**config.mk**
```make
export PLATFORM = sky130hd
export DESIGN_NAME = mux_select_sequencer_flat
export DESIGN_NICKNAME = d
export VERILOG_FILES = /design/src/rtl/mux_select_sequencer_pkg.sv /design/src/rtl/mux_select_sequencer_if.sv /design/src/rtl/mux_select_sequencer_rate_divider.sv /design/src/rtl/mux_select_sequencer.sv /design/src/flat_wrapper.sv
export SDC_FILE = /design/constraint.sdc
export NUM_CORES = 1
export LEC_CHECK = 0
export ABC_AREA = 1
export CORE_MARGIN = 2
export CORE_UTILIZATION = 55
export CTS_BUF_LIST = sky130_fd_sc_hd__clkbuf_8
export DETAILED_ROUTE_END_ITERATION = 10
export GPL_TIMING_DRIVEN = 0
export PLACE_DENSITY = 0.76
export SYNTH_ARGS = -nofsm -noshare
export SYNTH_HDL_FRONTEND = slang
export SYNTH_SLANG_ARGS = --single-unit
```
**constraint.sdc**
```tcl
create_clock -name Clock -period 4.4 [get_ports Clock]
set_input_delay 0.88 -clock Clock [delete_from_list [all_inputs] [get_ports Clock]]
set_output_delay 0.88 -clock Clock [all_outputs]
set_load 0.02 [all_outputs]
```
**src/rtl/mux_select_sequencer_pkg.sv**
```systemverilog
// Shared types and constants for the mux select sequencer.
// Optional feature macro: SEQ_REVERSE_EN (adds a count-down direction).
package seq_pkg;
  localparam int   NUM_INPUTS = 7;
  localparam int   SEL_W      = 3;
  localparam logic MODE_RUN   = 1'b0;
  localparam logic MODE_STEP  = 1'b1;

  typedef logic [SEL_W-1:0] sel_t;
  typedef struct packed {
    sel_t sel;
    logic wrap;
  } step_t;

  // Out-of-range selects recover to 0 and flag a wrap, whatever the direction.
  function automatic step_t next_sel(sel_t cur, logic down);
    step_t r;
    r.sel  = '0;
    r.wrap = 1'b0;
    if (int'(cur) >= NUM_INPUTS) begin
      r.wrap = 1'b1;
    end else if (down) begin
      if (cur == '0) begin
        r.sel  = sel_t'(NUM_INPUTS - 1);
        r.wrap = 1'b1;
      end else begin
        r.sel = cur - sel_t'(1);
      end
    end else if (int'(cur) == NUM_INPUTS - 1) begin
      r.wrap = 1'b1;
    end else begin
      r.sel = cur + sel_t'(1);
    end
    return r;
  endfunction
endpackage

```
**src/rtl/mux_select_sequencer_if.sv**
```systemverilog
// Control/status bundle between the sequencer and its driver.
// Optional feature macro: SEQ_REVERSE_EN adds the Dir signal.
interface mux_select_sequencer_if;
  import seq_pkg::*;
  logic Enable;
  logic Mode;
  logic StepReq;
  logic Load;
  sel_t LoadValue;
  sel_t MuxSelect;
  logic Tick;
  logic Wrap;
`ifdef SEQ_REVERSE_EN
  logic Dir;
  modport master (output Enable, Mode, StepReq, Load, LoadValue, Dir,
                  input  MuxSelect, Tick, Wrap);
  modport slave  (input  Enable, Mode, StepReq, Load, LoadValue, Dir,
                  output MuxSelect, Tick, Wrap);
`else
  modport master (output Enable, Mode, StepReq, Load, LoadValue,
                  input  MuxSelect, Tick, Wrap);
  modport slave  (input  Enable, Mode, StepReq, Load, LoadValue,
                  output MuxSelect, Tick, Wrap);
`endif
endinterface

```
**src/rtl/mux_select_sequencer_rate_divider.sv**
```systemverilog
// Down-counting rate divider: one-cycle Pulse every TICK_DIV enabled cycles.
// Clear reloads the full period and suppresses the pulse.
module rate_divider #(
  parameter int TICK_DIV = 50000000
) (
  input  logic Clock,
  input  logic Resetn,
  input  logic Enable,
  input  logic Clear,
  output logic Pulse
);
  localparam int            CW  = $clog2(TICK_DIV);
  localparam logic [CW-1:0] TOP = CW'(TICK_DIV - 1);

  logic [CW-1:0] cnt;

  assign Pulse = Enable && !Clear && (cnt == '0);

  always_ff @(posedge Clock or negedge Resetn) begin
    if (!Resetn)             cnt <= TOP;
    else if (Clear || Pulse) cnt <= TOP;
    else if (Enable)         cnt <= cnt - CW'(1);
  end
endmodule

```
**src/rtl/mux_select_sequencer.sv**
```systemverilog
// Generates the 7-to-1 mux select, stepping by rate divider or pushbutton edge.
// Optional feature macro: SEQ_REVERSE_EN (Dir=1 counts down).
module mux_select_sequencer
  import seq_pkg::*;
#(
  parameter int TICK_DIV = 50000000
) (
  input  logic                   Clock,
  input  logic                   Resetn,
  mux_select_sequencer_if.slave  bus
);
  logic  step_q;
  logic  div_pulse;
  logic  step_adv;
  logic  adv;
  logic  down;
  step_t nxt;

  // Holding the divider cleared in step mode makes a return to run mode
  // start a full period, never a partial one.
  rate_divider #(.TICK_DIV(TICK_DIV)) u_div (
    .Clock  (Clock),
    .Resetn (Resetn),
    .Enable (bus.Enable && (bus.Mode == MODE_RUN)),
    .Clear  (bus.Load || (bus.Mode == MODE_STEP)),
    .Pulse  (div_pulse)
  );

  assign step_adv = (bus.Mode == MODE_STEP) && bus.StepReq && !step_q;
  assign adv      = bus.Enable && (div_pulse || step_adv);

`ifdef SEQ_REVERSE_EN
  assign down = bus.Dir;
`else
  assign down = 1'b0;
`endif

  assign nxt = next_sel(bus.MuxSelect, down);

  always_ff @(posedge Clock or negedge Resetn) begin
    if (!Resetn) begin
      bus.MuxSelect <= '0;
      bus.Tick      <= 1'b0;
      bus.Wrap      <= 1'b0;
      step_q        <= 1'b0;
    end else begin
      step_q   <= bus.StepReq;
      bus.Tick <= 1'b0;
      bus.Wrap <= 1'b0;
      if (bus.Load) begin
        bus.MuxSelect <= (int'(bus.LoadValue) < NUM_INPUTS) ? bus.LoadValue : '0;
      end else if (adv) begin
        bus.MuxSelect <= nxt.sel;
        bus.Tick      <= 1'b1;
        bus.Wrap      <= nxt.wrap;
      end
    end
  end
endmodule
```
**src/flat_wrapper.sv**
```systemverilog
// flat-port wrapper written by rule: the top's interface ports become plain ports
module mux_select_sequencer_flat import seq_pkg::*;
#(
  parameter int TICK_DIV = 50000000
)
  (Clock, Resetn, bus_Enable, bus_Mode, bus_StepReq, bus_Load, bus_LoadValue, bus_MuxSelect, bus_Tick, bus_Wrap);
  mux_select_sequencer_if bus_i ();
  input  logic Clock;
  input  logic Resetn;
  input wire logic [$bits(bus_i.Enable)-1:0] bus_Enable;
  input wire logic [$bits(bus_i.Mode)-1:0] bus_Mode;
  input wire logic [$bits(bus_i.StepReq)-1:0] bus_StepReq;
  input wire logic [$bits(bus_i.Load)-1:0] bus_Load;
  input wire logic [$bits(bus_i.LoadValue)-1:0] bus_LoadValue;
  output wire logic [$bits(bus_i.MuxSelect)-1:0] bus_MuxSelect;
  output wire logic [$bits(bus_i.Tick)-1:0] bus_Tick;
  output wire logic [$bits(bus_i.Wrap)-1:0] bus_Wrap;
  assign bus_i.Enable = bus_Enable;
  assign bus_i.Mode = bus_Mode;
  assign bus_i.StepReq = bus_StepReq;
  assign bus_i.Load = bus_Load;
  assign bus_i.LoadValue = bus_LoadValue;
  assign bus_MuxSelect = bus_i.MuxSelect;
  assign bus_Tick = bus_i.Tick;
  assign bus_Wrap = bus_i.Wrap;
  mux_select_sequencer #(.TICK_DIV(TICK_DIV)) u_core (.Clock(Clock), .Resetn(Resetn), .bus(bus_i));
endmodule
```
== Word level (Yosys, flattened, before mapping) ==
Index checks and enable logic that the tools add are counted.

* Add/sub/neg operators: 2
* $lt $le $gt $ge: 2
* Equality and inequality tests: 1
* Mux-type cells: 13
* Bitwise gates (word level): 1
* Reductions and logical operators: 14

{| class="wikitable"
|+ Operators by type and width
! cell !! count
|-
| 26-bit two-way mux || 2
|-
| 26-bit zero test || 1
|-
| 26-bit by 1-bit subtractor with 26-bit output (second input constant) || 1
|-
| 3-bit two-way mux || 5
|-
| 1-bit logical AND || 6
|-
| 1-bit two-way mux || 6
|-
| 2-bit nonzero test || 2
|-
| 3-bit by 1-bit adder with 3-bit output (second input constant) || 1
|-
| 3-bit by 2-bit equality test with 1-bit output (second input constant) || 1
|-
| 3-bit greater-or-equal comparator (second input constant) || 1
|-
| 1-bit logical OR || 3
|-
| 3-bit < comparator (second input constant) || 1
|-
| 1-bit zero test || 2
|-
| 1-bit NOT || 1
|}

* Bits in registers: 32
* Input port bits: 9
* Output and inout port bits: 5

== Longest topological paths before layout ==
Gate-level depths: netlist of run 1.

* Word-level depth: 8
* Depth in mapped cells: 10
* Depth with buffers taken out: 10

== Cells and area by module ==
A second synthesis of run 1 with hierarchy kept.

* Cells, all modules: 270
* Area, all modules: 1996.9 sq um

{| class="wikitable"
|+ Modules (own cells, without submodules)
! module !! times used !! cells an instance !! area an instance (sq um)
|-
| rate_divider || 1 || 222 || 1615.3
|-
| mux_select_sequencer || 1 || 48 || 381.6
|}

== Least setup slack after synthesis of run 1 ==
No wires, ideal clock.

* Kind: in2reg
* Start: input port bus_Load
* End: register u_core.bus.MuxSelect[1]
* Library setup time: 117 ps
* Arrival time: 1818 ps
* Required time: 4283 ps
* Path slack: 2465 ps
* Cell stages on the path: 8
* Buffers on the path: 1
* Cells stage by stage: buf_6 -> or2_4 -> nor2_2 -> nand2_2 -> o21ai_2 -> nand2_2 -> nand3_1 -> nand2_1

* Cells in the longest elaborated chain, start to end: 7

{| class="wikitable"
|+ RTL lines
! what !! RTL line !! source
|-
| start: declaration || flat_wrapper.sv:13 || <nowiki>input wire logic [$bits(bus_i.Load)-1:0] bus_Load;</nowiki>
|-
| 1-bit logical OR || mux_select_sequencer.sv:25 || <nowiki>.Clear (bus.Load || (bus.Mode == MODE_STEP)),</nowiki>
|-
| 1-bit zero test || mux_select_sequencer_rate_divider.sv:17 || <nowiki>assign Pulse = Enable && !Clear && (cnt == '0);</nowiki>
|-
| 1-bit logical AND (2 in series) || mux_select_sequencer_rate_divider.sv:17 ||
|-
| 1-bit logical OR || mux_select_sequencer.sv:30 || <nowiki>assign adv = bus.Enable && (div_pulse || step_adv);</nowiki>
|-
| 1-bit logical AND || mux_select_sequencer.sv:30 ||
|-
| 2-bit nonzero test (no source line) || n/a ||
|-
| end signal: assignment || mux_select_sequencer.sv:51 || <nowiki>bus.MuxSelect <= (int'(bus.LoadValue) < NUM_INPUTS) ? bus.LoadValue : '0;</nowiki>
|-
| end signal: assignment || mux_select_sequencer.sv:53 || <nowiki>bus.MuxSelect <= nxt.sel;</nowiki>
|-
| end: declaration || mux_select_sequencer_if.sv:23 || <nowiki>output MuxSelect, Tick, Wrap);</nowiki>
|}

Several ways; a longest one is shown, not always the timed one.
A chain may end at the register's enable or synchronous reset.

== Worst setup path after layout of run 1 ==
* Start: register u_core.bus.MuxSelect[2]
* End: output port bus_MuxSelect[2]

{| class="wikitable"
|+ RTL lines
! what !! RTL line !! source
|-
| end: declaration || flat_wrapper.sv:15 || <nowiki>output wire logic [$bits(bus_i.MuxSelect)-1:0] bus_MuxSelect;</nowiki>
|}

No word-level cell between the ends.

==> results of run 1 <==
-- cells by family (layout without fill, tap and decap cells) --
family | after synthesis | count (layout) | share of synthesized area, %
XOR/XNOR | 9 | 9 | 4.12
flip-flops | 32 | 32 | 43.1
adder cells (fa/ha/maj) | 2 | 2 | 1.31
buffers and inverters | 24 | 44 | 5.89
AND/OR/NAND/NOR | 168 | 168 | 40.9
AO/OA/AOI/OAI | 15 | 15 | 4.71
-- layer usage --
layer  vias up  part of all wire, %  wire, um  track usage, %
met1       787                   46      1900            33.0
li1        857                    -         -               -
met4         0                 0.98        41            7.22
met3         5                  3.2       135            5.59
met5         -                    0         0               0
met2        27                   50      2090            39.6
-- worst max path at each step --
stage / start / to / cells past startpoint
2_1_floorplan: bus_Load / u_core.bus.MuxSelect[1]$_DFFE_PN0P_ / 8
3_3_place_gp: Resetn / u_core.step_q$_DFF_PN0_ / 1
3_5_place_dp: Resetn / u_core.step_q$_DFF_PN0_ / 1
4_1_cts: u_core.bus.MuxSelect[1]$_DFFE_PN0P_ / bus_MuxSelect[1] / 1
5_1_grt: bus_Enable / u_core.u_div.cnt[20]$_DFFE_PN1P_ / 6
6_report: u_core.bus.MuxSelect[2]$_DFFE_PN0P_ / bus_MuxSelect[2] / 1
-- stage by stage --
stage                     hold slack [ps]  util (%)
after floorplan                       461         -
after global placement                473      62.6
after CTS                             493      65.3
after detailed placement              483      62.6
final                                 489      65.2
after global routing                  529      65.2
-- final cells by class --
cell class	instances	share of cell area [%]
clock buffer	6	3.80
tap	46	2.65
sequential	32	37.9
multi-input combinational	194	44.9
clock inverter	2	0.345
buffer	4	1.73
inverter	20	3.45
timing repair buffer	12	5.29
-- state kept, by name, indices dropped and copies added (netlist names) --
register	cells
u_core.u_div.cnt	26
u_core.bus.MuxSelect	3
u_core.bus.Tick	1
u_core.bus.Wrap	1
u_core.step_q	1
-- cell usage in the layout (no fill, tap or decap), types with 2 or more instances in the layout --
| cell type | n |
|---|---|
| xnor2_1 | 5 |
| dfstp_2 | 18 |
| nand2_1 | 55 |
| ha_1 | 2 |
| or2_2 | 5 |
| nor2_4 | 3 |
| inv_1 | 21 |
| clkbuf_8 | 6 |
| nor3_1 | 3 |
| a21oi_1 | 4 |
| nor2_1 | 43 |
| nand3b_1 | 2 |
| dfrtp_1 | 14 |
| nand2_2 | 5 |
| nor2_2 | 4 |
| clkdlybuf4s50_1 | 11 |
| nand3_1 | 37 |
| o21ai_0 | 7 |
| nand4_1 | 8 |
| xor2_1 | 4 |
| buf_6 | 3 |
-- where the power goes --
group | internal [mW] | switching, mW | total (mW)
Combinational | 0.0312 | 0.0429 | 0.0740
Clock | 0.123 | 0.0996 | 0.222
Sequential | 0.302 | 0.00965 | 0.312
Total | 0.456 | 0.152 | 0.608
==> flow_metrics.py, run 1 <==
metrics = {
    "clock_tree": {
        "htree_levels": 2,
        "cts_resized": 0,
        "clk_latency_ps": 280,
        "cts_buffers": 5,
        "cts_root_buffer": "clkbuf_8",
        "post_cts_buffers": 0,
        "hold_buffers": 0,
        "cts_sinks": 32,
        "clk_path_buf_depth": 2,
        "cts_tree": "built",
        "path_clk_slew_ps": 60,
    },
    "synthesis": {
        "yosys.area.top_type": "dfstp_2",
        "seq_area_frac_synth_pct": 43.1,
        "async_flop_share_pct": 100,
        "synthDistinctLibCells": 28,
        "synth_nets": 261,
        "synth_top_cell_area_share_pct": 24.7,
        "synth.avg_cell_area_um2": 7.65,
        "synth-seq-cells": 32,
        "syn_inst": 250,
        "synth-edff-count": 0,
        "synth_most_common_cell": "nand2_1",
        "yosysWarnings": 0,
        "syn_area_mm2": 0.00191,
        "synth_area_leaders": "dfstp_2, dfrtp_1, nand2_1",
        "ys.flop_type": "dfstp_2",
        "synth_commonest_cells": "nand2_1, nor2_1, nand3_1, inv_1, dfstp_2",
    },
    "pwr": {
        "power_density_mw_per_mm2": 280,
        "power.leakage_nw": 0.949,
        "fin_total_pwr_mw": 0.608,
        "ir_worst_vdd_v": 0.000233,
    },
    "worst_setup_path": {
        "timing.rr.end": "u_core.u_div.cnt[10]$_DFFE_PN0P_",
        "timing.rr.start": "u_core.u_div.cnt[0]$_DFFE_PN1P_",
        "max_stage_delay_ps": 640,
        "crit_arrival_ps": 1360,
        "endpoint_kind": "output pin",
        "crit_type": "reg -> out",
        "crit_family": "buffers and inverters",
        "crit_fanout": 6,
        "reg2reg_depth": 9,
        "crit_chain": "clkdlybuf4s50_1",
        "r2r_slack_ps": 2570,
        "startpoint_type": "register",
        "slowest_stage": "clkdlybuf4s50_1",
        "cp_num_buf_inv": 1,
        "cp_data_required_time_ps": 3520,
    },
    "layout": {
        "multiInputGateArea_um2": 976,
        "area_growth_pct": 13.7,
        "fin_area_mm2": 0.00217,
        "seqCellArea_um2": 823,
        "nNetsFinal": 280,
        "final_cells": 316,
        "diodes": 0,
        "drive_gt1_share_pct": 18.5,
        "nFillCells": 298,
    },
    "placement": {
        "dpl.cell_count": 308,
        "port_buffers": 12,
        "place_hpwl_um": 3120,
        "dp_slack_ps": 1890,
        "placed_area_mm2": 0.00209,
        "gp_congestion": 0.873,
    },
    "sta": {
        "relSlewSlack_pct": 54.1,
        "fin_crit_sh_pct": 51.0,
        "period_needed_ps": 2240,
        "hold_violations": 0,
        "fin_worst_skew_ps": 4.82,
        "slew_viol_final": 0,
        "tightest_slew_ps": 688,
        "fin_tns_setup_ps": 0,
        "setup_viol": 0,
        "finalWorstSetupSlack_ps": 2160,
        "fmax_ghz": 0.446,
        "rsz0062_at_grt": "no",
    },
    "floorplanning": {
        "start_util_pct": 57.3,
        "die_h_um": 63.0,
        "pin_count": 14,
        "core_region_area_mm2": 0.00334,
        "rows": 21,
        "fp.dieArea_mm2": 0.00396,
        "die_x_um": 63.0,
    },
    "route": {
        "via_count": 1676,
        "postRouteAntennaNets": 0,
        "drc_errors": 0,
        "viasPerCell": 5.30,
        "wirelength_um": 4170,
        "wl_per_cell_um": 13.2,
        "first_pass_iters": 4,
        "drt_iter0_drc": 80,
    },
    "global_route": {
        "grt_overflow": 0,
        "grt_pass1_wl_um": 7610,
        "grt_pass1_vias": 1662,
        "grt_max_degree": 33,
        "antenna_found_initial": 0,
        "grtUsageTotal_pct": 24.6,
    },
    "worst_hold_path": {
        "hold_depth": 2,
        "hold_path_end": "u_core.u_div.cnt[25]$_DFFE_PN1P_",
        "worstHoldPathType": "reg -> reg",
        "min-delay-start": "u_core.u_div.cnt[25]$_DFFE_PN1P_",
    },
    "status": {
        "status": "completed",
    },
    "job": {
        "maxCapViolations": 0,
    },
}
No activity file was read; power rests on OpenSTA's default activity.
==> run 2: changes to the inputs <==
==> constraint.sdc (replaced) <==
create_clock -name Clock -period 2.3 [get_ports Clock]
set_input_delay 0.46 -clock Clock [delete_from_list [all_inputs] [get_ports Clock]]
set_output_delay 0.46 -clock Clock [all_outputs]
set_load 0.02 [all_outputs]
==> results of run 2 <==
The final DEF is identical to that of run 1. Status: completed.
Among the figures that moved: setup slack after placement 1890 ps -> 208 ps; setup slack after layout 2160 ps -> 466 ps; hold slack 489 ps -> 225 ps; start point of the critical path u_core.bus.MuxSelect[2]$_DFFE_PN0P_ -> u_core.u_div.cnt[0]$_DFFE_PN1P_; end point of the critical path bus_MuxSelect[2] -> u_core.u_div.cnt[10]$_DFFE_PN0P_; register-to-register setup slack 2570 ps -> 470 ps; total power 0.608 mW -> 1.16 mW; worst IR drop on VDD 0.000233 V -> 0.000446 V
